<file path="config.mk">
export PLATFORM = sky130hd
export DESIGN_NAME = gcm_aes_input_sequencer
export DESIGN_NICKNAME = d
export VERILOG_FILES = /design/src/rtl/gcm_pkg.sv /design/src/rtl/gcm_block_mask.sv /design/src/rtl/gcm_aes_input_sequencer.sv
export SDC_FILE = /design/constraint.sdc
export NUM_CORES = 2
export LEC_CHECK = 0
export CAP_MARGIN = 30
export CELL_PAD_IN_SITES_DETAIL_PLACEMENT = 1
export CELL_PAD_IN_SITES_GLOBAL_PLACEMENT = 1
export CORE_AREA = 2 2 449 451
export DETAILED_ROUTE_END_ITERATION = 16
export DIE_AREA = 0 0 451 453
export PLACE_DENSITY = 0.45
export SETUP_SLACK_MARGIN = 0.4
export SYNTH_ARGS = -nofsm -noshare
export SYNTH_HDL_FRONTEND = slang
export SYNTH_SLANG_ARGS = --single-unit
export TNS_END_PERCENT = 10
</file>
<file path="constraint.sdc">
create_clock -name clk -period 10.22 [get_ports clk]
set_input_delay 3.066 -clock clk [delete_from_list [all_inputs] [get_ports clk]]
set_output_delay 3.066 -clock clk [all_outputs]
set_load 0.02 [all_outputs]
</file>
<file path="src/rtl/gcm_pkg.sv">
// gcm_pkg: shared widths, sequencer state encoding and block-count type for the GCM front end
package gcm_pkg;
    localparam int BLOCK_W = 128;
    localparam int LEN_W   = 64;
    typedef enum logic [1:0] {IDLE, AAD, PT, EMPTY} seq_state_t;
    typedef logic [56:0] blk_cnt_t;
endpackage

</file>
<file path="src/rtl/gcm_block_mask.sv">
// gcm_block_mask: keeps the first i_nbytes bytes of a block (byte 0 = MSB), zeroes the rest; 0 keeps all 16
module gcm_block_mask
    import gcm_pkg::*;
(
    input  logic [BLOCK_W-1:0] i_block,
    input  logic [3:0]         i_nbytes,
    output logic [BLOCK_W-1:0] o_block
);
    genvar k;
    for (k = 0; k < BLOCK_W / 8; k++) begin : g_byte
        assign o_block[BLOCK_W-1-8*k -: 8] =
            (i_nbytes == 4'd0 || 4'(k) < i_nbytes) ? i_block[BLOCK_W-1-8*k -: 8] : 8'h00;
    end
endmodule

</file>
<file path="src/rtl/gcm_aes_input_sequencer.sv">
// gcm_aes_input_sequencer: captures one GCM job descriptor, then turns AAD/PT data blocks into
// registered, tail-masked beats for the gcm_aes pipeline.
module gcm_aes_input_sequencer #(
    parameter int LEN_W        = gcm_pkg::LEN_W,
    parameter int BLOCK_W      = gcm_pkg::BLOCK_W,
    parameter int INSTANCE_GAP = 0
) (
    input  logic               clk,
    input  logic               rst_n,
    input  logic               i_job_valid,
    output logic               o_job_ready,
    input  logic [127:0]       i_cipher_key,
    input  logic [127:0]       i_iv,
    input  logic [LEN_W-1:0]   i_aad_size,
    input  logic [LEN_W-1:0]   i_plain_text_size,
    input  logic               i_data_valid,
    output logic               o_data_ready,
    input  logic [BLOCK_W-1:0] i_data,
    output logic               o_valid,
    output logic               o_new_instance,
    output logic               o_pt_instance,
    output logic               o_last,
    output logic [127:0]       o_cipher_key,
    output logic [127:0]       o_iv,
    output logic [BLOCK_W-1:0] o_aad,
    output logic [BLOCK_W-1:0] o_plain_text,
    output logic [LEN_W-1:0]   o_aad_size,
    output logic [LEN_W-1:0]   o_plain_text_size,
    output logic               o_busy,
    output logic               o_err
);
    import gcm_pkg::*;
    seq_state_t         state_q;
    blk_cnt_t           aad_cnt_q, pt_cnt_q;
    logic [3:0]         gap_q;
    logic               first_q, valid_q, new_q, pti_q, last_q, err_q;
    logic [127:0]       key_q, iv_q;
    logic [LEN_W-1:0]   aad_size_q, pt_size_q;
    logic [BLOCK_W-1:0] aad_q, pt_q, blk_d;
    blk_cnt_t           aad_blk_d, pt_blk_d;
    logic               job_hs, data_hs, size_err, in_aad, blk_last, beat_last;
    logic [3:0]         mask_n;
    assign o_job_ready  = state_q == IDLE && gap_q == 4'd0;
    assign o_data_ready = state_q == AAD || state_q == PT;
    assign o_busy       = state_q != IDLE || gap_q != 4'd0;
    assign job_hs       = i_job_valid && o_job_ready;
    assign data_hs      = i_data_valid && o_data_ready;
    assign size_err     = |i_aad_size[2:0] || |i_plain_text_size[2:0];
    assign aad_blk_d    = blk_cnt_t'(i_aad_size >> 7) + blk_cnt_t'(|i_aad_size[6:0]);
    assign pt_blk_d     = blk_cnt_t'(i_plain_text_size >> 7) + blk_cnt_t'(|i_plain_text_size[6:0]);
    assign in_aad       = state_q == AAD;
    assign blk_last     = in_aad ? aad_cnt_q == 57'd1 : pt_cnt_q == 57'd1;
    assign beat_last    = in_aad ? blk_last && pt_cnt_q == '0 : blk_last;
    // Only the final block of a segment can be partial; a zero count keeps the full block.
    assign mask_n       = !blk_last ? 4'd0 : in_aad ? aad_size_q[6:3] : pt_size_q[6:3];
    gcm_block_mask u_mask (
        .i_block  (i_data),
        .i_nbytes (mask_n),
        .o_block  (blk_d)
    );
    always_ff @(posedge clk) begin
        if (!rst_n) begin
            state_q    <= IDLE;
            aad_cnt_q  <= '0;
            pt_cnt_q   <= '0;
            gap_q      <= '0;
            first_q    <= 1'b0;
            valid_q    <= 1'b0;
            new_q      <= 1'b0;
            pti_q      <= 1'b0;
            last_q     <= 1'b0;
            err_q      <= 1'b0;
            key_q      <= '0;
            iv_q       <= '0;
            aad_size_q <= '0;
            pt_size_q  <= '0;
            aad_q      <= '0;
            pt_q       <= '0;
        end else begin
            valid_q <= 1'b0;
            new_q   <= 1'b0;
            pti_q   <= 1'b0;
            last_q  <= 1'b0;
            err_q   <= 1'b0;
            aad_q   <= '0;
            pt_q    <= '0;
            if (gap_q != 4'd0) gap_q <= gap_q - 4'd1;
            case (state_q)
                IDLE: if (job_hs) begin
                    if (size_err) err_q <= 1'b1;
                    else begin
                        key_q      <= i_cipher_key;
                        iv_q       <= i_iv;
                        aad_size_q <= i_aad_size;
                        pt_size_q  <= i_plain_text_size;
                        aad_cnt_q  <= aad_blk_d;
                        pt_cnt_q   <= pt_blk_d;
                        first_q    <= 1'b1;
                        state_q    <= aad_blk_d != '0 ? AAD : pt_blk_d != '0 ? PT : EMPTY;
                    end
                end
                EMPTY: begin
                    valid_q <= 1'b1;
                    new_q   <= 1'b1;
                    last_q  <= 1'b1;
                    first_q <= 1'b0;
                    gap_q   <= 4'(INSTANCE_GAP);
                    state_q <= IDLE;
                end
                default: if (data_hs) begin
                    valid_q <= 1'b1;
                    new_q   <= first_q;
                    first_q <= 1'b0;
                    pti_q   <= !in_aad;
                    last_q  <= beat_last;
                    if (in_aad) aad_q <= blk_d;
                    else pt_q <= blk_d;
                    if (in_aad) aad_cnt_q <= aad_cnt_q - 57'd1;
                    else pt_cnt_q <= pt_cnt_q - 57'd1;
                    if (beat_last) gap_q <= 4'(INSTANCE_GAP);
                    if (blk_last) state_q <= in_aad && pt_cnt_q != '0 ? PT : IDLE;
                end
            endcase
        end
    end
    assign o_valid           = valid_q;
    assign o_new_instance    = new_q;
    assign o_pt_instance     = pti_q;
    assign o_last            = last_q;
    assign o_cipher_key      = key_q;
    assign o_iv              = iv_q;
    assign o_aad             = aad_q;
    assign o_plain_text      = pt_q;
    assign o_aad_size        = aad_size_q;
    assign o_plain_text_size = pt_size_q;
    assign o_err             = err_q;
endmodule

</file>
==> metrics.txt <==
outcome=completed; vias in the first global route=32278; Worst slew margin=0.285; # IOs=1164; Post-synth EDFFs=0; Switching Share=0.251; aggregate global-route resource usage=0.181; Peak Freq=roughly 140 MHz; Critical Path AT=8070 ps; die width=~450 um; Seq/Total Area, Yosys=0.491; post-cts repair resize count=0; post-synthesis sequential element count=roughly 770; clock insertion delay at the later pin of the skew report=roughly 760 ps; Clock power frac=0.522; layout cells sized above 1=0.0556; HP Class=reg2reg; DR vias=between 30000 and 40000; Cell Pwr Density=around 150 mW/mm^2; register clock-pin slew on the reported worst setup and hold paths=60 ps; drt drc=0; Bufs on Longest Clock Path=3; postcts setup bufs=0; Final Hold Fails=0; # rows=164; Gate Count Post-Synth=3843; Reg2Reg Setup Slack=between 5000 and 6000 ps; Cell Area, Synth=roughly 0.031 mm^2; max-cap violations=0; final WL=between 150000 and 200000 um; Detailed Routing Iterations Pass 1=5; Ys Warns=0; Mapped Nets=roughly 4400; Pleak=17.0 nW; dominant synthesized flop cell=dfxtp_1; Final setup violation count=0; Final Critical Period=about 7400 ps; crit path launch type=input pin; 1st-iter DRT viols=1608; r2r startpoint=aad_cnt_q[1]$_SDFFE_PN0P_; Fin Setup TNS=0 ps; CTS Sinks=roughly 770; htree depth=3; Distinct cells, synth=74; Seq pwr share=0.405; GRT overflow=0; Die Y=between 400 and 500 um; Hold Path Origin=o_aad_size[18]$_SDFFE_PN0P_; Routed Antenna Nets=0; hold_buf cts=0; Starting Density=0.157; Final Max Tran Viols=0; Placer Congestion=0.844; FFs w/ async S/R, synth=0; Worst VDD drop=123 uV; Slew @ Worst Pin=approximately 1100 ps; vias per cell=roughly 4.2; period utilization=0.724; area delta synth->final=57.9%; Avg Inst Size Synth=between 8 and 9 um^2; Final nets=5429; CTS tree=built; combinational power share=0.074; initial antenna violation count=40; clk root buf=clkbuf_16; NetSw=0.00186 W; DP Worst Slack=between 1500 and 2000 ps; Die ar.=~0.20 mm^2; RSZ-0062 raised after global routing=no; largest net degree at the start of global routing=189; dpl hpwl=152000 um; crit end category=register; total power=around 0.0074 W; Clock Skew=~47 ps; worst-path fanout max=8; internal power=roughly 0.0056 W; port bufs=roughly 1200; CP Data Required Time=10890 ps; final worst slack=between 2000 and 3000 ps; Core ar.=0.199 mm^2; post-DR wirelength/cell=25.3 um; Setup Crit Path Kind=in2reg; first-pass GRT wire length=265000 um; CTS buffer count=a little over 100; Worst Setup SP=i_plain_text_size[0]
[state kept, by name (all words and copies together), names as in the netlist]
signal             flops
aad_cnt_q             57
pt_cnt_q              57
o_plain_text_size     64
o_err                  1
first_q                1
o_valid                1
o_pt_instance          1
o_last                 1
o_aad_size            64
gap_q                  4
state_q                2
o_iv                 128
o_aad                128
o_new_instance         1
o_plain_text         128
o_cipher_key         128
[layout make-up]
cell class              instances  area, um^2
diodes                         13        32.5
clock buffers                 135        2850
clock inverters                47         721
fillers                     23244      150000
inverters                      24        97.6
multi-input cells            2800       14900
flip-flops and latches        766       15300
well taps                    2656        3320
repair buffers               1207       12100
[power groups by stage]
stage | clock [W] | combinational [W] | sequential [W]
after floorplan | 0 | 0.000192 | 0.00307
after global placement | 0 | 0.000552 | 0.00307
after detailed placement | 0 | 0.000551 | 0.00307
after CTS | 0.00402 | 0.000555 | 0.00300
after global routing | 0.00414 | 0.000587 | 0.00300
final | 0.00387 | 0.000545 | 0.00300
[path summary, 6_finish.rpt]
| kind | to | cells after the start |
|---|---|---|
| worst max-delay path | state_q[0]$_SDFFE_PN0P_ | 14 |
| worst min-delay path | o_aad_size[18]$_SDFFE_PN0P_ | 2 |
| worst max register to register | aad_cnt_q[54]$_SDFFE_PN0P_ | 11 |
| worst min register to register | o_aad_size[18]$_SDFFE_PN0P_ | 2 |
[through the flow]
step	hold WS, ps	area [um^2]	cells	util
after floorplan	445	31300	3843	-
after global placement	442	45600	7443	0.229
after detailed placement	446	45700	7452	0.230
after CTS	454	49300	7634	0.247
after global routing	470	49400	7645	0.248
final	452	49400	7648	0.248
[cell families (layout without fill, tap and decap cells)]
| logic type | Yosys count | in the layout | share of synthesized area |
|---|---|---|---|
| other cells | 0 | 13 | 0 |
| fa+ha+maj | 12 | 12 | 0.00480 |
| xor+xnor | 139 | 139 | 0.0390 |
| mux | 42 | 42 | 0.0138 |
| compound gates | 718 | 718 | 0.135 |
| simple gates | 1889 | 1889 | 0.284 |
| buf+inv | 277 | 1413 | 0.0337 |
| flops | 766 | 766 | 0.491 |
[worst max-delay path: stages]
cell	delay, ps
clkdlybuf4s50_1	460
nor3_1	110
nand2_1	300
ha_1	320
ha_1	280
nand3_1	230
nor3_1	770
nand2_1	390
or3_1	500
mux2i_1	180
nand4_1	120
or4_1	560
nor4_2	580
or3_1	180
[synthesized netlist by cell type, types with 4 or more instances]
master / number / area [um^2]
a2111oi_0: 4 / 35.0
a211oi_1: 15 / 113
a21o_1: 8 / 60.1
a21oi_1: 475 / 2380
a221oi_1: 46 / 403
a22oi_1: 11 / 82.6
a31oi_1: 10 / 62.6
and2_1: 266 / 1660
and3_1: 42 / 263
and4_1: 12 / 105
buf_1: 7 / 26.3
buf_2: 6 / 30.0
clkbuf_1: 238 / 893
dfxtp_1: 766 / 15300
ha_1: 12 / 150
inv_1: 23 / 86.3
mux2_2: 8 / 90.1
mux2i_1: 34 / 340
nand2_1: 923 / 3460
nand2b_1: 13 / 81.3
nand3_1: 88 / 440
nand4_1: 50 / 313
nand4b_1: 4 / 35.0
nor2_1: 225 / 845
nor2b_1: 4 / 25.0
nor3_1: 102 / 510
nor4_1: 48 / 300
o21ai_0: 70 / 350
o221a_2: 16 / 180
o221ai_1: 20 / 175
o22ai_1: 4 / 25.0
o31ai_1: 8 / 60.1
or2_2: 14 / 87.6
or3_1: 43 / 269
or4_1: 30 / 225
xnor2_1: 75 / 657
xor2_1: 64 / 561
[layer usage]
metal,global-route usage,share of wire,vias up
met5,0,0.00013,-
met4,0.0535,0.028,4
met3,0.0460,0.058,231
met2,0.320,0.50,827
met1,0.215,0.41,15629
li1,-,-,15201
[cells in the final DEF, fill, tap and decap left out, types with 6 or more instances in the layout]
cell	count
a211oi_1	15
a21o_1	8
a21oi_1	472
a221oi_1	46
a22oi_1	11
a31oi_1	10
and2_1	266
and3_1	41
and4_1	12
buf_4	34
bufinv_16	13
clkbuf_1	16
clkbuf_16	102
clkbuf_8	17
clkdlybuf4s50_1	1162
clkinv_2	19
clkinvlp_4	6
dfxtp_1	766
diode_2	13
ha_1	11
inv_1	22
mux2_2	8
mux2i_1	34
nand2_1	923
nand2b_1	13
nand3_1	87
nand4_1	50
nor2_1	223
nor3_1	102
nor4_1	45
o21ai_0	70
o221a_2	16
o221ai_1	20
o31ai_1	8
or2_2	14
or3_1	43
or4_1	30
xnor2_1	75
xor2_1	64
Note: power is estimated with default switching activity, not from simulation.
